$ cat config.mk
export PLATFORM = sky130hd
export DESIGN_NAME = alu_arbiter
export DESIGN_NICKNAME = d
export VERILOG_FILES = /design/src/rtl/alu_pkg.sv /design/src/rtl/alu.sv /design/src/rtl/alu_arbiter_rr_picker.sv /design/src/rtl/alu_arbiter.sv
export SDC_FILE = /design/constraint.sdc
export NUM_CORES = 1
export LEC_CHECK = 0
export ABC_AREA = 1
export CELL_PAD_IN_SITES_DETAIL_PLACEMENT = 0
export CELL_PAD_IN_SITES_GLOBAL_PLACEMENT = 1
export CORE_ASPECT_RATIO = 0.8
export CORE_MARGIN = 2
export CORE_UTILIZATION = 40
export CTS_CLUSTER_SIZE = 20
export DETAILED_ROUTE_END_ITERATION = 16
export GPL_ROUTABILITY_DRIVEN = 0
export PLACE_DENSITY_LB_ADDON = 0.08
export SYNTH_ARGS = -nofsm -noshare
export SYNTH_HDL_FRONTEND = slang
export SYNTH_HIERARCHICAL = 1
export SYNTH_SLANG_ARGS = --single-unit
$ cat constraint.sdc
create_clock -name clk -period 4.85 [get_ports clk]
set_input_delay 0.485 -clock clk [delete_from_list [all_inputs] [get_ports clk]]
set_output_delay 0.485 -clock clk [all_outputs]
set_load 0.01 [all_outputs]
$ cat src/rtl/alu_pkg.sv
// Shared opcode and arbiter-state encodings for the shared-ALU slice.
// Latency: none (types, constants and pure functions only).
// Backpressure: none.
package alu_pkg;

    typedef enum logic [3:0] {
        ALU_AND = 4'b0000,
        ALU_OR  = 4'b0001,
        ALU_ADD = 4'b0010,
        ALU_XOR = 4'b0011,
        ALU_SLT = 4'b0100,
        ALU_SUB = 4'b0110
    } alu_op_e;

    // Result reported for an op code the ALU does not implement
    localparam logic [31:0] ALU_ERR_VAL = 32'hDEADBEEF;

    typedef enum logic [1:0] {
        IDLE = 2'd0,
        EXEC = 2'd1,
        RESP = 2'd2
    } arb_state_e;

    function automatic logic is_legal_op(alu_op_e op);
        case (op)
            ALU_AND, ALU_OR, ALU_ADD, ALU_XOR, ALU_SLT, ALU_SUB: return 1'b1;
            default:                                             return 1'b0;
        endcase
    endfunction

endpackage

$ cat src/rtl/alu.sv
// 32-bit integer ALU (add, sub, and, or, xor, signed set-less-than).
// Latency: purely combinational.
// Backpressure: none; result follows inputs.
module alu
    import alu_pkg::*;
(
    input  logic [31:0] a_i,
    input  logic [31:0] b_i,
    input  logic [3:0]  alu_control_i,
    output logic [31:0] result_o,
    output logic        zero_o
);

    // Select the operation; unknown codes yield zero here and are flagged by the caller
    always_comb begin
        case (alu_control_i)
            ALU_AND: result_o = a_i & b_i;
            ALU_OR:  result_o = a_i | b_i;
            ALU_ADD: result_o = a_i + b_i;
            ALU_XOR: result_o = a_i ^ b_i;
            ALU_SLT: result_o = {31'b0, ($signed(a_i) < $signed(b_i))};
            ALU_SUB: result_o = a_i - b_i;
            default: result_o = 32'b0;
        endcase
    end

    assign zero_o = (result_o == 32'b0);

endmodule

$ cat src/rtl/alu_arbiter_rr_picker.sv
// Round-robin picker: first set request scanning last+1, last+2, ... mod N.
// Latency: purely combinational.
// Backpressure: none; caller decides when the pick is consumed.
module rr_picker #(
    parameter int N = 2
) (
    input  logic [N-1:0]         req_i,
    input  logic [$clog2(N)-1:0] last_i,
    output logic [N-1:0]         gnt_o,
    output logic [$clog2(N)-1:0] idx_o,
    output logic                 any_o
);

    localparam int IW = $clog2(N);

    // Scan from lowest to highest priority so the nearest requester after last wins
    always_comb begin
        idx_o = '0;
        any_o = 1'b0;
        for (int k = N; k >= 1; k--) begin
            if (req_i[(int'(last_i) + k) % N]) begin
                idx_o = IW'((int'(last_i) + k) % N);
                any_o = 1'b1;
            end
        end
        gnt_o = any_o ? (N'(1) << idx_o) : '0;
    end

endmodule

$ cat src/rtl/alu_arbiter.sv
// Shares one ALU between N_REQ requesters with round-robin grant and registered result.
// Latency: accept in cycle c, response valid from cycle c+2; one op in flight at a time.
// Backpressure: response held until rsp_ready of the granted requester; no accepts meanwhile.
module alu_arbiter
    import alu_pkg::*;
#(
    parameter int N_REQ = 2,
    parameter int XLEN  = 32
) (
    input  logic                  clk,
    input  logic                  rst_n,
    input  logic [N_REQ-1:0]      req_valid,
    output logic [N_REQ-1:0]      req_ready,
    input  logic [N_REQ*4-1:0]    req_op,
    input  logic [N_REQ*XLEN-1:0] req_a,
    input  logic [N_REQ*XLEN-1:0] req_b,
    output logic [N_REQ-1:0]      rsp_valid,
    input  logic [N_REQ-1:0]      rsp_ready,
    output logic [XLEN-1:0]       rsp_result,
    output logic                  rsp_zero,
    output logic                  rsp_err,
    output logic                  busy
);

    localparam int IW = $clog2(N_REQ);

    arb_state_e       state_q;
    logic [IW-1:0]    gnt_idx_q, last_gnt_q;
    logic [3:0]       op_q;
    logic [XLEN-1:0]  a_q, b_q, result_q;
    logic             zero_q, err_q, busy_q;
    logic [N_REQ-1:0] rsp_valid_q;

    logic [N_REQ-1:0] pick_gnt;
    logic [IW-1:0]    pick_idx;
    logic             pick_any;
    logic [3:0]       op_d;
    logic [XLEN-1:0]  a_d, b_d, result_d, alu_result;
    logic             zero_d, err_d, alu_zero;

    rr_picker #(.N(N_REQ)) u_picker (
        .req_i  (req_valid),
        .last_i (last_gnt_q),
        .gnt_o  (pick_gnt),
        .idx_o  (pick_idx),
        .any_o  (pick_any)
    );

    // Winner's operands, captured only on the accept edge
    assign op_d = req_op[int'(pick_idx) * 4 +: 4];
    assign a_d  = req_a[int'(pick_idx) * XLEN +: XLEN];
    assign b_d  = req_b[int'(pick_idx) * XLEN +: XLEN];

    alu u_alu (
        .a_i           (a_q),
        .b_i           (b_q),
        .alu_control_i (op_q),
        .result_o      (alu_result),
        .zero_o        (alu_zero)
    );

    // Illegal codes override the ALU output; the marker value is non-zero so zero drops
    assign err_d    = !is_legal_op(alu_op_e'(op_q));
    assign result_d = err_d ? ALU_ERR_VAL : alu_result;
    assign zero_d   = err_d ? 1'b0 : alu_zero;

    // Accept is a same-cycle pulse; masked in reset so stray valids never look granted
    assign req_ready = (rst_n && state_q == IDLE) ? pick_gnt : '0;

    assign rsp_valid  = rsp_valid_q;
    assign rsp_result = result_q;
    assign rsp_zero   = zero_q;
    assign rsp_err    = err_q;
    assign busy       = busy_q;

    // Arbiter FSM: accept -> compute -> hold response until the granted requester takes it
    always_ff @(posedge clk) begin
        if (!rst_n) begin
            state_q     <= IDLE;
            gnt_idx_q   <= '0;
            last_gnt_q  <= IW'(N_REQ - 1);
            op_q        <= '0;
            a_q         <= '0;
            b_q         <= '0;
            result_q    <= '0;
            zero_q      <= 1'b0;
            err_q       <= 1'b0;
            busy_q      <= 1'b0;
            rsp_valid_q <= '0;
        end else begin
            case (state_q)
                IDLE: begin
                    if (pick_any) begin
                        op_q       <= op_d;
                        a_q        <= a_d;
                        b_q        <= b_d;
                        gnt_idx_q  <= pick_idx;
                        last_gnt_q <= pick_idx;
                        busy_q     <= 1'b1;
                        state_q    <= EXEC;
                    end
                end
                EXEC: begin
                    result_q    <= result_d;
                    zero_q      <= zero_d;
                    err_q       <= err_d;
                    rsp_valid_q <= N_REQ'(1) << gnt_idx_q;
                    state_q     <= RESP;
                end
                RESP: begin
                    if (rsp_ready[gnt_idx_q]) begin
                        rsp_valid_q <= '0;
                        busy_q      <= 1'b0;
                        state_q     <= IDLE;
                    end
                end
                default: begin
                    rsp_valid_q <= '0;
                    busy_q      <= 1'b0;
                    state_q     <= IDLE;
                end
            endcase
        end
    end

endmodule

==> impl_metrics.ini, run 1 <==
[logic_synthesis]
yosysMostFrequentCell = nand2_1
avgSynthCellArea_um2 = 5.68
synthFlopType = dfxtp_1
synth_edf_count = 0
synthTopCellsByCount = nand2_1, inv_1, a21oi_1
ys_types = 42
ys_seq_area_share_pct = 18.5
ys_seq_elements = 109
yosys_warnings = 6
netlist.area_leader.share_pct = 21.5
synth_area_leaders = nand2_1, dfxtp_1, inv_1, ha_1, a21oi_1
synthArstFlopShare_pct = 0
yosys.area.top_type = nand2_1
syn-num-nets = 2319
synth_area_um2 = 11800
syn_inst = 2078

[drt]
viasPerCell = 4.98
drc = 0
drt_pass1_iterations = 5
first_iter_violations = 846
routedWlPerCell_um = 15.6
routed_wl_um = 40200
num_vias = 12800
final_antenna_net_count = 0

[global_routing]
grt_first_pass_wirelength_um = 62700
antenna_found_initial = 0
grt_max_degree = 108
grt_pass1_vias = 11700
grt.overflow.total = 0
track_usage_pct = 26.1

[setup_path]
worst_setup_path_start_kind = flip-flop
crit_path_max_fanout = 19
rr_startpoint = op_q[3]
worstPathRequired_ns = 5.16
r2r-end = rsp_zero
critPathArrivalTime_ns = 3.42
rrSetupSlack_ns = 1.74
crit_path_end_kind = flip-flop
crit_type = flip-flop to flip-flop
startpoint = op_q[3]
reg2regPathDepth = 13
endpoint = rsp_zero

[clock_network]
post_cts_resized = 0
clkTransAtPathRegs_ns = 0.08
clk_latency_ns = 0.38
cts_max_level = 3
cts_buffers = 9
cts_tree = yes
clkSinkCount = 109
clockRootBuffer = clkbuf_16
cts_hold_buf = 0
cts.path.max_buffers = 2
post_cts_buffers = 0

[status]
run_status = completed

[power_and_ir_drop]
power.leakage_nw = 7.05
powerDensity_nw_per_um2 = 271
ir_drop_mv = 0.170

[floorplan]
floorplan.die_area_um2 = 30900
start_util_pct = 40.5
die_x_um = 196
die_h_um = 158
num_rows = 56
core_area_um2 = 29100
io_pins = 181

[timing]
layout_min_cycle_time_ns = 3.11
rsz0062_at_grt = no
drv_slew = 0
tns_ns = 0
slew_headroom_pct = 24.5
tightestPinTransition_ns = 1.13
setup_viol_count_final = 0
fin_skew_ns = 0.0121
finalCritPeriodShare_pct = 64.2
max_freq_ghz = 0.321
hold_violations = 0

[worst_hold_path]
hold_class = flip-flop to flip-flop
worstHoldPathCells = 2

[placed_design]
place_area_um2 = 13600
port_buffers = 180
hpwl_um = 32700

[finish]
drive_gt1_share_pct = 5.79
diodes = 0
syn2layout_area_growth_pct = 17.7
fill_cells = 3254
regArea_um2 = 2180
layout.nets = 2430
multi_input_area_um2 = 7520
post-route-cell-area_um2 = 13900

[flow_run]
cap_violations = 0
[through the flow]
| step | utilization (%) | total power [mW] | cells | hold slack, ns | worst slack (ns) |
|---|---|---|---|---|---|
| floorplan | - | 2.37 | 2078 | 0.461 | 2.53 |
| global placement | 46.5 | 2.90 | 2555 | 0.455 | 1.89 |
| finish | 47.7 | 3.77 | 2571 | 0.460 | 1.74 |
| CTS | 47.7 | 3.78 | 2571 | 0.464 | 1.85 |
| detailed placement | 46.5 | 2.91 | 2555 | 0.452 | 1.87 |
| global route | 47.7 | 4.06 | 2571 | 0.484 | 1.56 |
[logic make-up after synthesis]
logic type	count (synthesis)	share of synthesized area, %
compound gates	334	14.9
xor+xnor	1	0.0742
fa+ha+maj	99	10.6
buf+inv	484	17.9
flops	109	18.5
simple gates	1051	38.0
[worst max-delay path: stages (launching register included)]
cell and delay, ns:
dfxtp_1 0.45, nor2_1 0.13, nand2_1 0.71, buf_4 0.38
o22ai_1 0.10, a21oi_1 0.45, nand2_1 0.12, nor2_1 0.15
nand3_1 0.08, nor2_1 0.10, nand2_1 0.08, nor2_1 0.11
nand2_1 0.06, a21oi_1 0.12
[final cells by class]
cell class                 instances  share of cell area, %
multi-input combinational       1485                   54.2
sequential                       109                   15.7
timing repair buffer             192                   13.7
inverter                         392                   10.6
tap                              377                   3.40
clock buffer                      10                   1.72
clock inverter                     6                  0.667
[power by group]
group          internal [mW]  total [mW]  leakage [nW]  switching (mW)
clock network          0.472       0.851         0.161           0.379
registers              0.979        1.05         0.896          0.0723
logic                  0.626        1.87          6.00            1.24
[state kept, by name, summed over array words and instances (netlist names), 2 cells and up]
register / count
rsp_result: 32
rsp_valid: 2
b_q: 32
state_q: 2
a_q: 32
op_q: 4
[how the worst min path moves through the flow]
stage	endpoint	start	slack [ns]
3_5_place_dp	rsp_valid[0]	rsp_valid[0]	0.45
5_1_grt	rsp_valid[0]	rsp_valid[0]	0.48
4_1_cts	rsp_valid[0]	rsp_valid[0]	0.46
3_3_place_gp	rsp_valid[0]	rsp_valid[0]	0.46
6_report	rsp_valid[0]	rsp_valid[0]	0.46
2_1_floorplan	b_q[27]	b_q[27]	0.46
[layout by cell type (no fill, tap or decap), types with 12 or more instances in the layout]
| cell | instances |
|---|---|
| nor2_2 | 39 |
| o21ai_1 | 52 |
| nor2_1 | 138 |
| nand3_2 | 13 |
| inv_2 | 12 |
| o21ai_0 | 63 |
| dfxtp_1 | 109 |
| nand4_1 | 14 |
| o22ai_1 | 29 |
| inv_1 | 377 |
| clkdlybuf4s50_1 | 180 |
| a21oi_1 | 173 |
| ha_1 | 97 |
| nand3_1 | 133 |
| nand2_1 | 675 |
[metal layers]
layer  track usage, %  up-vias  share of wire, %
met5                0        -                 0
met4             8.19        0               2.8
met3             3.54       56               6.2
met2             43.2      380                44
met1             35.4     5751                47
li1                 -     6612                 -
Power figures use the tool's default switching activity.
==> run 2: changes to the inputs <==
- CORE_UTILIZATION: 40 -> 34
- clock period: 4.85 -> 2.5 ns (I/O delays scaled with it)
==> run 2 against run 1 <==
The flow now finishes with violations (setup timing). Via count increased by 9.2%. Fmax increased by 18%. Flip-flop and latch count unchanged. Die area increased by 17%. Non-clock buffer count increased by 283. Design area increased by 27%. Sequential share of layout area decreased by 3.0 points. Final cell count increased by 15%. Worst setup slack got worse by 1.9 ns. Wire length increased by 13%. Worst hold slack improved by 0.0033 ns. Sequential power increased by 91%. Critical path type unchanged.
==> impl_metrics.ini, run 2 (synthesized netlist as in run 1, its figures left out) <==
[global_routing]
track_usage_pct = 24.8
grt_first_pass_wirelength_um = 69400
grt.overflow.total = 0
grt_pass1_vias = 13100
antenna_found_initial = 1
grt_max_degree = 94

[clock_network]
cts_buffers = 9
cts_tree = yes
cts.path.max_buffers = 2
clk_latency_ns = 0.39
cts_hold_buf = 0
clkSinkCount = 109
clockRootBuffer = clkbuf_16
clkTransAtPathRegs_ns = 0.09
cts_max_level = 3

[drt]
first_iter_violations = 831
final_antenna_net_count = 0
viasPerCell = 4.74
wl_met1_um = 21300
drc = 0
top_layer_used = met4
num_vias = 14000
wl_met3_um = 1990
routed_wl_um = 45500
routedWlPerCell_um = 15.4
met2WireLength_um = 21200
drt_pass1_iterations = 7

[finish]
drive_gt1_share_pct = 27.5
regArea_um2 = 2230
syn2layout_area_growth_pct = 49.2
fill_cells = 3675
final_cell_mix = nand2_1, inv_1, buf_4
layout.nets = 2713
diodes = 0
instances_no_fill = 2949
multi_input_area_um2 = 8780
final_common_cell = nand2_1

[timing]
max_freq_ghz = 0.380
fin_ws_ns = -0.129
layout_min_cycle_time_ns = 2.63
hold_violations = 0
slew_headroom_pct = 47.2
finalCritPeriodShare_pct = 105
tightestPinTransition_ns = 0.792
setup_viol_count_final = 1
drv_slew = 0
tns_ns = -0.129
fin_skew_ns = 0.0162
rsz0062_at_grt = yes

[placed_design]
port_buffers = 180
hpwl_um = 36700
placed_cells = 2905

[floorplan]
die_x_um = 212
die_h_um = 171
core_area_um2 = 34500
start_util_pct = 34.2
num_rows = 61
floorplan.die_area_um2 = 36200
io_pins = 181

[setup_path]
worstPathRequired_ns = 2.83
crit_path_max_fanout = 6
critPathArrivalTime_ns = 2.95
rrSetupSlack_ns = -0.13
crit_type = flip-flop to flip-flop
crit_path_end_kind = flip-flop
worst_setup_path_start_kind = flip-flop

[worst_hold_path]
hold_class = flip-flop to flip-flop

[status]
violations = setup timing
run_status = finished, violations left

[power_and_ir_drop]
ir_drop_mv = 0.288
powerDensity_nw_per_um2 = 511
power.leakage_nw = 8.89

[flow_run]
cap_violations = 0
[run 2: cell count changes in the layout (fill, tap and decap cells not counted), sizes merged]
| cell | delta |
|---|---|
| buf | +283 |
| clkinv | +2 |
| clkbuf | -1 |
| clkinvlp | -1 |
[run 2: path summary, 6_finish.rpt]
kind	from	to	cells past startpoint
setup / recovery	a_q[6]	rsp_zero	19
hold / removal	rsp_valid[0]	rsp_valid[0]	2
setup reg to reg	a_q[6]	rsp_zero	19
hold reg to reg	rsp_valid[0]	rsp_valid[0]	2
[run 2: worst max-delay path: stages, from the launching register on]
cell	delay, ns
dfxtp_2	0.34
inv_1	0.06
ha_4	0.30
buf_4	0.15
nor2_4	0.05
buf_4	0.14
a21oi_4	0.15
nand2_2	0.10
buf_4	0.14
nand2_1	0.12
nand4_1	0.12
nand3_2	0.08
nand3_2	0.12
nor2_1	0.13
nand2_1	0.09
nor2_1	0.10
nand2_1	0.06
nor2_1	0.11
nand2_1	0.06
a21oi_1	0.14
[run 2: final cells by class]
cell class	instances	share of cell area, %
repair buffers	475	23.8
inverters	392	8.42
clock buffers	9	1.28
well taps	472	3.35
flip-flops and latches	109	12.7
multi-input cells	1485	49.9
clock inverters	7	0.604
[run 2: what timing repair did]
action                     CTS  global route
resized for setup           95           281
setup endpoints to repair   14            15
pin swaps                    6           109
buffers inserted             1            27
[run 2: metrics by stage]
step                power (mW)  utilization [%]  worst slack (ns)  instance area (µm²)  hold WS, ns
finish                    9.01             51.1            -0.129                17600        0.464
global route              9.64             51.1            -0.285                17600        0.496
CTS                       8.44             47.7            -0.118                16500        0.469
detailed placement        6.49             45.5            -0.405                15700        0.458
global placement          6.46             45.5            -0.412                15700        0.457
floorplan                 4.60                -             0.177                11800        0.461
[run 2: per-layer routing]
layer	GRT usage, %	up-vias
met5	0	-
met4	6.75	0
met3	3.63	61
met2	42.1	270
met1	32.7	6443
li1	-	7199
[run 2: power by group]
part / total [mW] / internal [mW] / switching, mW
Clock: 1.69 / 0.896 / 0.793
Combinational: 5.31 / 2.27 / 3.05
Sequential: 2.01 / 1.91 / 0.0993
